File: config.mk
export PLATFORM = sky130hd
export DESIGN_NAME = sample_reader
export DESIGN_NICKNAME = d
export VERILOG_FILES = /design/src/rtl/sample_reader.sv
export SDC_FILE = /design/constraint.sdc
export NUM_CORES = 1
export LEC_CHECK = 0
export CELL_PAD_IN_SITES_DETAIL_PLACEMENT = 1
export CELL_PAD_IN_SITES_GLOBAL_PLACEMENT = 2
export CORE_MARGIN = 5
export CORE_UTILIZATION = 29
export CTS_BUF_LIST = sky130_fd_sc_hd__clkbuf_4 sky130_fd_sc_hd__clkbuf_8
export DETAILED_ROUTE_END_ITERATION = 10
export PLACE_DENSITY = 0.82
export SYNTH_ARGS = -nofsm -noshare
export SYNTH_HDL_FRONTEND = slang
export SYNTH_SLANG_ARGS = --single-unit
File: constraint.sdc
create_clock -name clk -period 4.2 [get_ports clk]
set_input_delay 0.63 -clock clk [delete_from_list [all_inputs] [get_ports clk]]
set_output_delay 0.63 -clock clk [all_outputs]
set_load 0.1 [all_outputs]
File: src/rtl/sample_reader.sv
// Reads back sample-result entries, re-fetches each addressed frame word and
// streams {dir, addr, pix_a, pix_b, |a-b|} over a valid/ready handshake.
module sample_reader #(
    parameter int DATAWIDTH = 32,
    parameter int PIXWIDTH  = 16,
    parameter int ADDR      = 14,
    parameter int CNTWIDTH  = 11,
    parameter int ENTRIES   = 1200,
    parameter int SKIP_DUP  = 1
) (
    input  logic                 clk,
    input  logic                 rst,
    input  logic                 enable,
    output logic                 sload,
    output logic [ADDR-1:0]      saddr,
    input  logic [DATAWIDTH-1:0] sdata,
    output logic                 fload,
    output logic [ADDR-1:0]      faddr,
    input  logic [DATAWIDTH-1:0] fdata,
    output logic                 out_valid,
    input  logic                 out_ready,
    output logic                 out_dir,
    output logic [ADDR-1:0]      out_addr,
    output logic [PIXWIDTH-1:0]  out_pix_a,
    output logic [PIXWIDTH-1:0]  out_pix_b,
    output logic [PIXWIDTH-1:0]  out_diff,
    output logic [CNTWIDTH-1:0]  err_cnt,
    output logic                 done
);
    typedef enum logic [2:0] {IDLE, S_RD, S_DEC, S_FET, S_OUT, DONE} state_t;

    state_t                state_q, state_d;
    logic [CNTWIDTH-1:0]   cnt_q, cnt_d;
    logic [CNTWIDTH-1:0]   err_q, err_d;
    logic [ADDR-1:0]       last_q, last_d;
    logic                  last_v_q, last_v_d;
    logic                  dir_q, dir_d;
    logic [ADDR-1:0]       addr_q, addr_d;
    logic [PIXWIDTH-1:0]   pix_a_q, pix_a_d;
    logic [PIXWIDTH-1:0]   pix_b_q, pix_b_d;
    logic [PIXWIDTH-1:0]   diff_q, diff_d;
    logic                  adv;
    logic [PIXWIDTH-1:0]   pa, pb;

    always_comb begin
        state_d  = state_q;
        cnt_d    = cnt_q;
        err_d    = err_q;
        last_d   = last_q;
        last_v_d = last_v_q;
        dir_d    = dir_q;
        addr_d   = addr_q;
        pix_a_d  = pix_a_q;
        pix_b_d  = pix_b_q;
        diff_d   = diff_q;
        sload    = 1'b0;
        saddr    = '0;
        fload    = 1'b0;
        faddr    = '0;
        adv      = 1'b0;
        pa       = fdata[DATAWIDTH-1 -: PIXWIDTH];
        pb       = fdata[PIXWIDTH-1:0];
        case (state_q)
            IDLE: if (enable) state_d = S_RD;
            S_RD: begin
                sload   = 1'b1;
                saddr   = ADDR'(cnt_q);
                state_d = S_DEC;
            end
            S_DEC: begin
                if (|sdata[DATAWIDTH-2:ADDR]) begin
                    if (err_q != '1) err_d = err_q + 1'b1;
                    adv = 1'b1;
                end else if (SKIP_DUP != 0 && last_v_q && last_q == sdata[ADDR-1:0]) begin
                    adv = 1'b1;
                end else begin
                    fload   = 1'b1;
                    faddr   = sdata[ADDR-1:0];
                    dir_d   = sdata[DATAWIDTH-1];
                    addr_d  = sdata[ADDR-1:0];
                    state_d = S_FET;
                end
            end
            S_FET: begin
                pix_a_d = pa;
                pix_b_d = pb;
                diff_d  = (pa >= pb) ? pa - pb : pb - pa;
                state_d = S_OUT;
            end
            S_OUT: if (out_ready) begin
                last_d   = addr_q;
                last_v_d = 1'b1;
                adv      = 1'b1;
            end
            DONE: if (!enable) begin
                state_d = IDLE;
                cnt_d   = '0;
            end
            default: state_d = IDLE;
        endcase
        // The counter parks at ENTRIES-1 so saddr can never wrap.
        if (adv) begin
            if (cnt_q == CNTWIDTH'(ENTRIES-1)) begin
                state_d = DONE;
            end else begin
                cnt_d   = cnt_q + 1'b1;
                state_d = S_RD;
            end
        end
    end

    always_ff @(posedge clk or posedge rst) begin
        if (rst) begin
            state_q  <= IDLE;
            cnt_q    <= '0;
            err_q    <= '0;
            last_q   <= '0;
            last_v_q <= 1'b0;
            dir_q    <= 1'b0;
            addr_q   <= '0;
            pix_a_q  <= '0;
            pix_b_q  <= '0;
            diff_q   <= '0;
        end else begin
            state_q  <= state_d;
            cnt_q    <= cnt_d;
            err_q    <= err_d;
            last_q   <= last_d;
            last_v_q <= last_v_d;
            dir_q    <= dir_d;
            addr_q   <= addr_d;
            pix_a_q  <= pix_a_d;
            pix_b_q  <= pix_b_d;
            diff_q   <= diff_d;
        end
    end

    assign out_valid = (state_q == S_OUT);
    assign done      = (state_q == DONE);
    assign out_dir   = dir_q;
    assign out_addr  = addr_q;
    assign out_pix_a = pix_a_q;
    assign out_pix_b = pix_b_q;
    assign out_diff  = diff_q;
    assign err_cnt   = err_q;
endmodule
## Word-level counts from Yosys, hierarchy flattened

Cells that the tools add are included.

- Logic and storage cells: 61
- Bits in registers: 103
- Output and inout port bits: 106
- Input bits: 68

- $lt $le $gt $ge: 1
- Mux-type cells: 24
- $add $sub $neg: 4
- Equality and inequality tests: 13
- Reduce and logical (&&, ||, !) cells: 7
- Bitwise operators: 2

Operators by type and width:

| cell | number |
|---|---|
| 11-bit 2-to-1 mux | 5 |
| 14-bit 2-to-1 mux | 3 |
| 16-bit subtractor | 2 |
| 11-bit by 1-bit adder with 11-bit output, second input constant | 2 |
| 3-bit 2-to-1 mux | 6 |
| 3-bit one-hot mux with 6 select lines | 1 |
| 17-bit OR reduction | 1 |
| 16-bit greater-or-equal comparator | 1 |
| 16-bit 2-to-1 mux | 1 |
| 14-bit equality test | 1 |
| 11-bit equality test, second input constant | 1 |
| 11-bit != test, second input constant | 1 |
| 3-bit != test, second input constant | 3 |
| 1-bit 2-to-1 mux | 7 |
| 3-bit by 2-bit equality test with 1-bit output, second input constant | 2 |
| 3-bit equality test, second input constant | 2 |
| 3-bit AND reduction | 2 |
| 5-bit AND reduction | 1 |
| 3-bit by 1-bit equality test with 1-bit output, second input constant | 1 |
| 3-bit zero test | 1 |
| 3-bit by 2-bit != test with 1-bit output, second input constant | 1 |
| 2-bit by 1-bit != test with 1-bit output, second input constant | 1 |
| 1-bit inverter | 2 |
| 1-bit one-hot mux with 2 select lines | 1 |
| other kinds (2) | 2 |

## Longest topological paths before layout

Gate-level depths: netlist of run 1.

- Depth after elaboration: 7
- Mapped depth: 12
- Mapped depth without buffers: 11

## Worst setup path before layout of run 1

OpenSTA, ideal clock, no wires.

- Path type: input-to-output
- From: input sdata[22]
- To: output faddr[10]
- Slack: 0.369 ns
- Required time: 3.570 ns
- Arrival time: 3.201 ns
- Stages: 7
- Path buffers: 1
- Path through: nor4_1 nand4_1 or4_4 a31o_2 nor3_4 buf_2 and2_1

- Word-level cells in the longest chain between the ends: 3

Ends and longest elaborated chain:

| item | RTL line | source |
|---|---|---|
| from (decl) | 16 | `input logic [DATAWIDTH-1:0] sdata,` |
| 17-bit OR reduction | 71 | `if (\|sdata[DATAWIDTH-2:ADDR]) begin` |
| 14-bit 2-to-1 mux | 71 |  |
| 14-bit 2-to-1 mux | 63 | `case (state_q)` |
| to (decl) | 18 | `output logic [ADDR-1:0] faddr,` |

Every way passes these cells.

## Worst setup path in the final report of run 1

- From: input sdata[14]
- To: output faddr[6]

Same word-level chain as after synthesis.

==> results of run 1 <==
-- registers in the layout, summed over array words and instances, names as in the netlist --
name / flops
out_addr: 14
out_pix_a: 16
last_q: 14
state_q: 3
out_diff: 16
out_pix_b: 16
cnt_q: 11
last_v_q: 1
out_dir: 1
err_cnt: 11
-- worst max-delay path, cell delays in order --
cell and delay [ns]:
clkdlybuf4s50_1 0.41, nor4_1 0.30, nand4_1 0.13, or4_4 0.45, a31o_2 0.27, nor3_4 0.15
buf_4 0.28, and2_1 0.23, buf_12 0.19
-- placed cells by master (no fill, tap or decap), types with 3 or more instances in the layout --
cell / count
nand3b_1: 3
dfrtp_1: 103
xor2_1: 18
inv_1: 37
o21ai_1: 4
nor3_1: 4
clkdlybuf4s50_1: 143
o41ai_1: 3
mux2i_1: 7
nand2_1: 76
o21bai_1: 3
nand2b_1: 8
a21oi_1: 30
nand3_1: 11
ha_1: 33
nor2b_1: 9
clkinv_4: 3
o21ai_0: 60
mux2_2: 32
and3_1: 5
o211a_1: 3
nor2_1: 33
nor4_1: 4
and2_1: 31
buf_4: 19
xnor2_1: 22
a21o_1: 11
buf_12: 17
nand4_1: 11
or3_1: 3
a211oi_1: 4
conb_1: 3
clkbuf_8: 9
-- how the worst max path moves through the flow --
stage,from,endpoint,slack [ns],cells past startpoint
3_5_place_dp,fdata[16],out_diff[13]$_DFFE_PP0P_,0.43,13
2_1_floorplan,sdata[22],faddr[10],0.37,7
6_report,sdata[14],faddr[6],0.52,9
3_3_place_gp,fdata[16],out_diff[13]$_DFFE_PP0P_,0.49,13
5_1_grt,sdata[15],faddr[6],0.36,9
4_1_cts,sdata[14],faddr[6],0.48,9
-- logic make-up (layout without fill, tap and decap cells) --
family                   after synthesis  count (layout)
flip-flops                           103             103
multiplexers                          39              39
other                                  1               3
buffers and inverters                 71             233
adder cells (fa/ha/maj)               35              35
AND/OR/NAND/NOR                      207             207
XOR/XNOR                              40              40
AO/OA/AOI/OAI                        137             137
-- cell type report --
| type | instances | area, um2 | area share |
|---|---|---|---|
| multi-input cells | 461 | 3118 | 0.3755 |
| clock inverters | 7 | 87.58 | 0.01055 |
| repair buffers | 179 | 1914 | 0.2305 |
| flip-flops and latches | 103 | 2577 | 0.3104 |
| clock buffers | 9 | 123.9 | 0.01492 |
| inverters | 38 | 145.1 | 0.01748 |
| well taps | 270 | 337.8 | 0.04068 |
-- power breakdown --
group          internal, mW  leakage (nW)  switching [mW]
sequential             1.27          1.33           0.210
clock                 0.290         0.108           0.401
combinational         0.780          2.41            2.59
total                  2.34          3.85            3.20
-- layer usage --
metal	GRT usage	wire length, um	vias up	share of wire
li1	-	-	2466	-
met1	0.1892	8038	2497	0.45
met2	0.2668	8997	128	0.50
met3	0.02979	713	15	0.040
met4	0.04205	251	0	0.014
met5	0	0	-	0
-- through the flow --
| stage | hold slack (ns) | cell area (um2) | utilization | cells | power (mW) |
|---|---|---|---|---|---|
| finish | 0.4825 | 8304 | 0.4091 | 1067 | 5.542 |
| global route | 0.5149 | 8304 | 0.4091 | 1067 | 5.806 |
| CTS | 0.4863 | 8304 | 0.4091 | 1067 | 5.613 |
| detailed placement | 0.4555 | 8093 | 0.3987 | 1051 | 4.899 |
| global placement | 0.4531 | 8093 | 0.3987 | 1051 | 4.842 |
| floorplan | 0.4392 | 6008 | - | 635 | 4.018 |
==> impl_metrics.toml, run 1 <==
[power_and_ir_drop]
p_per_area_nw_per_um2 = 667.4
p_leak_nw = 3.853
ir_drop_v = 0.0006459

[layout]
area_growth_pct = 38.39
nets = 895
nFillCells = 2320
drive_gt1_frac = 0.1167
n_antenna_cell = 0

[floorplan]
rows = 52
die_area_um2 = 23670
start_util = 0.2956
io_pins = 174
die_width_um = 153.9
die_h_um = 153.9
coreArea_um2 = 20300

[worst_hold_path]
min_to = "last_v_q$_DFFE_PP0P_"
hold_path.class = "reg2reg"
min-delay-start = "last_v_q$_DFFE_PP0P_"
holdPathStages = 1

[logic_synthesis]
yosys_warnings = 0
synth_ff_type = "dfrtp_1"
yosys.area_share.simple = 0.1745
yosys-top-cells-count = "dfrtp_1, nand2_1, o21ai_0, inv_1"
synth_top_cell_by_area = "dfrtp_1"
yosysMostFrequentCell = "dfrtp_1"
synth_cells = 633
synth-xor-area-share = 0.05838
synth_seq_cells = 103
synth_top_area_frac = 0.4295
syn_area_um2 = 6001
synth-seq-area-share = 0.4295
synth_edf_count = 0
muxShareOfSynthArea = 0.07173
synth_compound_area_frac = 0.1376
avgSynthCellArea_um2 = 9.480
synth_cell_type_count = 56
ys_async_sr_fraction = 1.000
synth.area.top_cells = "dfrtp_1, ha_1, mux2_2, o21ai_0, nand2_1"
synthAdderAreaFrac = 0.07548
synth_top_family_by_area = "simple AND/OR/NAND/NOR gates"

[critical_path]
rr_worst_depth = 8
arrival_ns = 3.05
cp-start-kind = "input pin"
r2r_setup_slack_ns = 1.84
end_kind = "output port"
crit_path_max_fanout = 24
reg2reg_from = "state_q[1]$_DFFE_PP0P_"
r2r_end = "cnt_q[10]$_DFF_PP0_"
crit_required_ns = 3.57
worst-setup-path-type = "in2out"

[sta]
fmaxAchievable_ghz = 0.2715
finClkSkew_ns = 0.01406
fin_crit_ns = 3.683
finalMaxSlewViolations = 0
finalSetupTns_ns = 0
period_share = 0.8769
layout_setup_ws_ns = 0.5171
tightest_slew_ns = 1.060
finalSetupViolCount = 0
rsz0062_at_grt = "false"
slew_headroom = 0.2909
hold_viol_final = 0

[drt]
drt_iter0_drc = 155
ant_nets = 0
firstDrtPassIters = 4
post_drt_via_cell_ratio = 4.785
wl_per_cell_um = 16.87
drt_wl_total_mm = 18.00
drc = 0
num_vias = 5106

[placement]
pre_cts_slack_ns = 0.4283
gp_congestion = 0.8496
portBuffers = 170
dpl.hpwl_mm = 13.95

[clocking]
cts_root_buf = "clkbuf_8"
post_cts_resized = 0
clk_latency_ns = 0.39
ctsLongestPathBuffers = 2
postCtsHoldBufs = 0
cts_buffers = 9
cts.clk_slew.worst_paths_ns = 0.11
htree_levels = 3
cts_tree = "yes"
cts_sinks = 103
post-cts-setup-buffers = 0

[status]
outcome = "finished clean"

[job]
max_cap_violations = 0

[grt]
grt_max_degree = 69
grt_overflow_total = 0
grt_pass1_vias = 5658
grtUsageTotal = 0.1515
grt_pass1_wl_mm = 29.85
antenna_found_initial = 0
No activity file was read; power rests on OpenSTA's default activity.
==> run 2, diff against run 1 <==
- ABC_AREA: default -> 1
- CORE_UTILIZATION: 29 -> 27
- PLACE_DENSITY: 0.82 -> 0.83
- SKIP_LAST_GASP: default -> 1
==> run 2 against run 1 <==
Non-clock buffer count is 4 lower. Largest cell class unchanged. Clock skew is 0.0014 ns higher. Sequential share of layout area is 3.1 points lower. Sequential cell count stayed put. Combinational power is 9.2% higher. Cell count is 41% higher. Worst setup slack better by 0.39 ns. Clock-buffer cell count is 1 higher. Global-route usage is 0.46 points lower.
==> impl_metrics.toml, run 2 <==
[layout]
finalCoreUtilization = 0.3670
final_area_um2 = 9215
area_growth_pct = 33.88
drive_gt1_frac = 0.05277
n_antenna_cell = 0
nets = 1274
final_common_cell = "nand2_1"
fin_cells = 1505
layout_common_cells = "nand2_1, inv_1, clkdlybuf4s50_1"

[clocking]
htree_levels = 3
cts_buffers = 9
clk_latency_ns = 0.39
cts_sinks = 103
ctsLongestPathBuffers = 2
post-cts-setup-buffers = 0
post_cts_resized = 0
postCtsHoldBufs = 0
cts_root_buf = "clkbuf_8"
cts_tree = "yes"
cts.clk_slew.worst_paths_ns = 0.11

[critical_path]
critPathMaxStageDelay_ns = 1.16
crit_buf_inv = 2
reg2reg_from = "state_q[1]$_DFFE_PP0P_"
crit_path_max_fanout = 13
critPathTopFamily = "buffers and inverters"
end_kind = "output port"
worst-setup-path-type = "reg2out"
cp_cell_sequence = "inv_2 > nor2_1 > nand2_1 > nor2_1 > clkdlybuf4s50_1"
cp-start-kind = "flip-flop"
worstSetupStartpoint = "state_q[0]$_DFFE_PP0P_"
path_common_cell = "nor2_1"
crit_slowest_cell = "clkdlybuf4s50_1"
arrival_ns = 2.66
crit_required_ns = 3.57

[sta]
finClkSkew_ns = 0.01544
fin_crit_ns = 3.291
finalSetupViolCount = 0
rsz0062_at_grt = "false"
finalMaxSlewViolations = 0
hold_slack_ns = 0.4764
period_share = 0.7835
hold_viol_final = 0
fmaxAchievable_ghz = 0.3039
tightest_slew_ns = 1.074
finalSetupTns_ns = 0
layout_setup_ws_ns = 0.9094
slew_headroom = 0.2815

[floorplan]
rows = 58
coreArea_um2 = 25110
die_h_um = 169.7
die_width_um = 169.7
die_area_um2 = 28780
start_util = 0.2741
io_pins = 174

[placement]
gp_congestion = 0.7955
placed_cells = 1490
post_dp_cell_area_um2 = 9042
portBuffers = 170
pre_cts_slack_ns = 0.9625
dpl.hpwl_mm = 16.78

[worst_hold_path]
min-delay-start = "last_v_q$_DFFE_PP0P_"
hold_path.class = "reg2reg"

[grt]
grtUsageTotal = 0.1469
antenna_found_initial = 0
grt_max_degree = 64
grt_pass1_wl_mm = 34.71
grt_overflow_total = 0
grt_pass1_vias = 6821

[drt]
post_drt_via_cell_ratio = 4.321
firstDrtPassIters = 4
drc = 0
ant_nets = 0
num_vias = 6503
wl_per_cell_um = 13.98
drt_wl_total_mm = 21.04
drt_iter0_drc = 269

[logic_synthesis]
yosysMostFrequentCell = "nand2_1"
synth_top_cell_by_area = "dfrtp_1"
synth_ff_type = "dfrtp_1"
synth.area.top_cells = "dfrtp_1, nand2_1, inv_1, o21ai_0, ha_1"
synth_seq_cells = 103
synth_cells = 1014
synth_cell_type_count = 38
avgSynthCellArea_um2 = 6.788
ys_async_sr_fraction = 1.000
synth-seq-area-share = 0.3745
synth_top_area_frac = 0.3745
syn_area_um2 = 6883
synth_edf_count = 0
yosys_warnings = 0
yosys-top-cells-count = "nand2_1, inv_1, dfrtp_1, o21ai_0, nor2_1"

[status]
outcome = "finished clean"

[power_and_ir_drop]
p_leak_nw = 4.796
ir_drop_v = 0.0004413
p_per_area_nw_per_um2 = 638.5
fin_total_pwr_mw = 5.884

[job]
max_cap_violations = 0
-- run 2: cell types whose count changed in the layout (fill, tap and decap cells not counted), sizes merged, moves of 16 or more --
cell,change
mux2,-32
inv,+141
nand3,+23
xnor2,-18
and2,-31
buf,-16
nand2,+324
nor2,+24
o21ai,+26
-- run 2: layout make-up --
type / count / area, um2
Timing Repair Buffer: 175 / 1902
Multi-Input combinational cell: 703 / 3473
Clock inverter: 5 / 41.29
Fill cell: 3162 / 15890
Clock buffer: 10 / 131.4
Inverter: 179 / 676.9
Tap cell: 330 / 412.9
Sequential cell: 103 / 2577
-- run 2: per-layer routing --
metal,up-vias,part of all wire,GRT usage,wire length (um)
met5,-,0,0,0
met4,0,0.0097,0.03255,205
met3,12,0.036,0.01840,766
met2,111,0.46,0.2482,9678
met1,3000,0.49,0.2015,10390
li1,3380,-,-,-
-- run 2: final timing paths --
path / end / slack, ns / cells after the start
worst max-delay path: saddr[1] / 0.91 / 5
worst min-delay path: last_v_q$_DFFE_PP0P_ / 0.48 / 2
worst max register to register: out_pix_b[9]$_DFFE_PP0P_ / 2.14 / 6
worst min register to register: last_v_q$_DFFE_PP0P_ / 0.48 / 2
max in group asynchronous: out_pix_a[8]$_DFFE_PP0P_ / 2.70 / 3
min in group asynchronous: cnt_q[2]$_DFF_PP0_ / 0.77 / 2
-- run 2: cell families after synthesis --
logic type / count (synthesis) / synth area share
AOI/OAI and AO/OA: 116 / 0.08671
adders and majority gates: 35 / 0.06581
xor gates and xnor gates: 33 / 0.04199
buffers and inverters: 210 / 0.1223
other: 1 / 0.0005448
DFF: 103 / 0.3745
and+or+nand+nor: 516 / 0.3081
-- run 2: worst register-to-register path, cell delays in order (launching register included) --
cell     delay, ns
dfrtp_1       0.43
inv_1         0.13
nor3_2        0.06
buf_4         0.20
inv_2         0.45
buf_4         0.50
o21ai_0       0.17
-- run 2: power breakdown --
group | switching, mW | internal [mW] | leakage, nW
registers | 0.240 | 1.34 | 1.24
clock network | 0.402 | 0.227 | 0.0832
logic | 2.82 | 0.860 | 3.48
total | 3.46 | 2.42 | 4.80
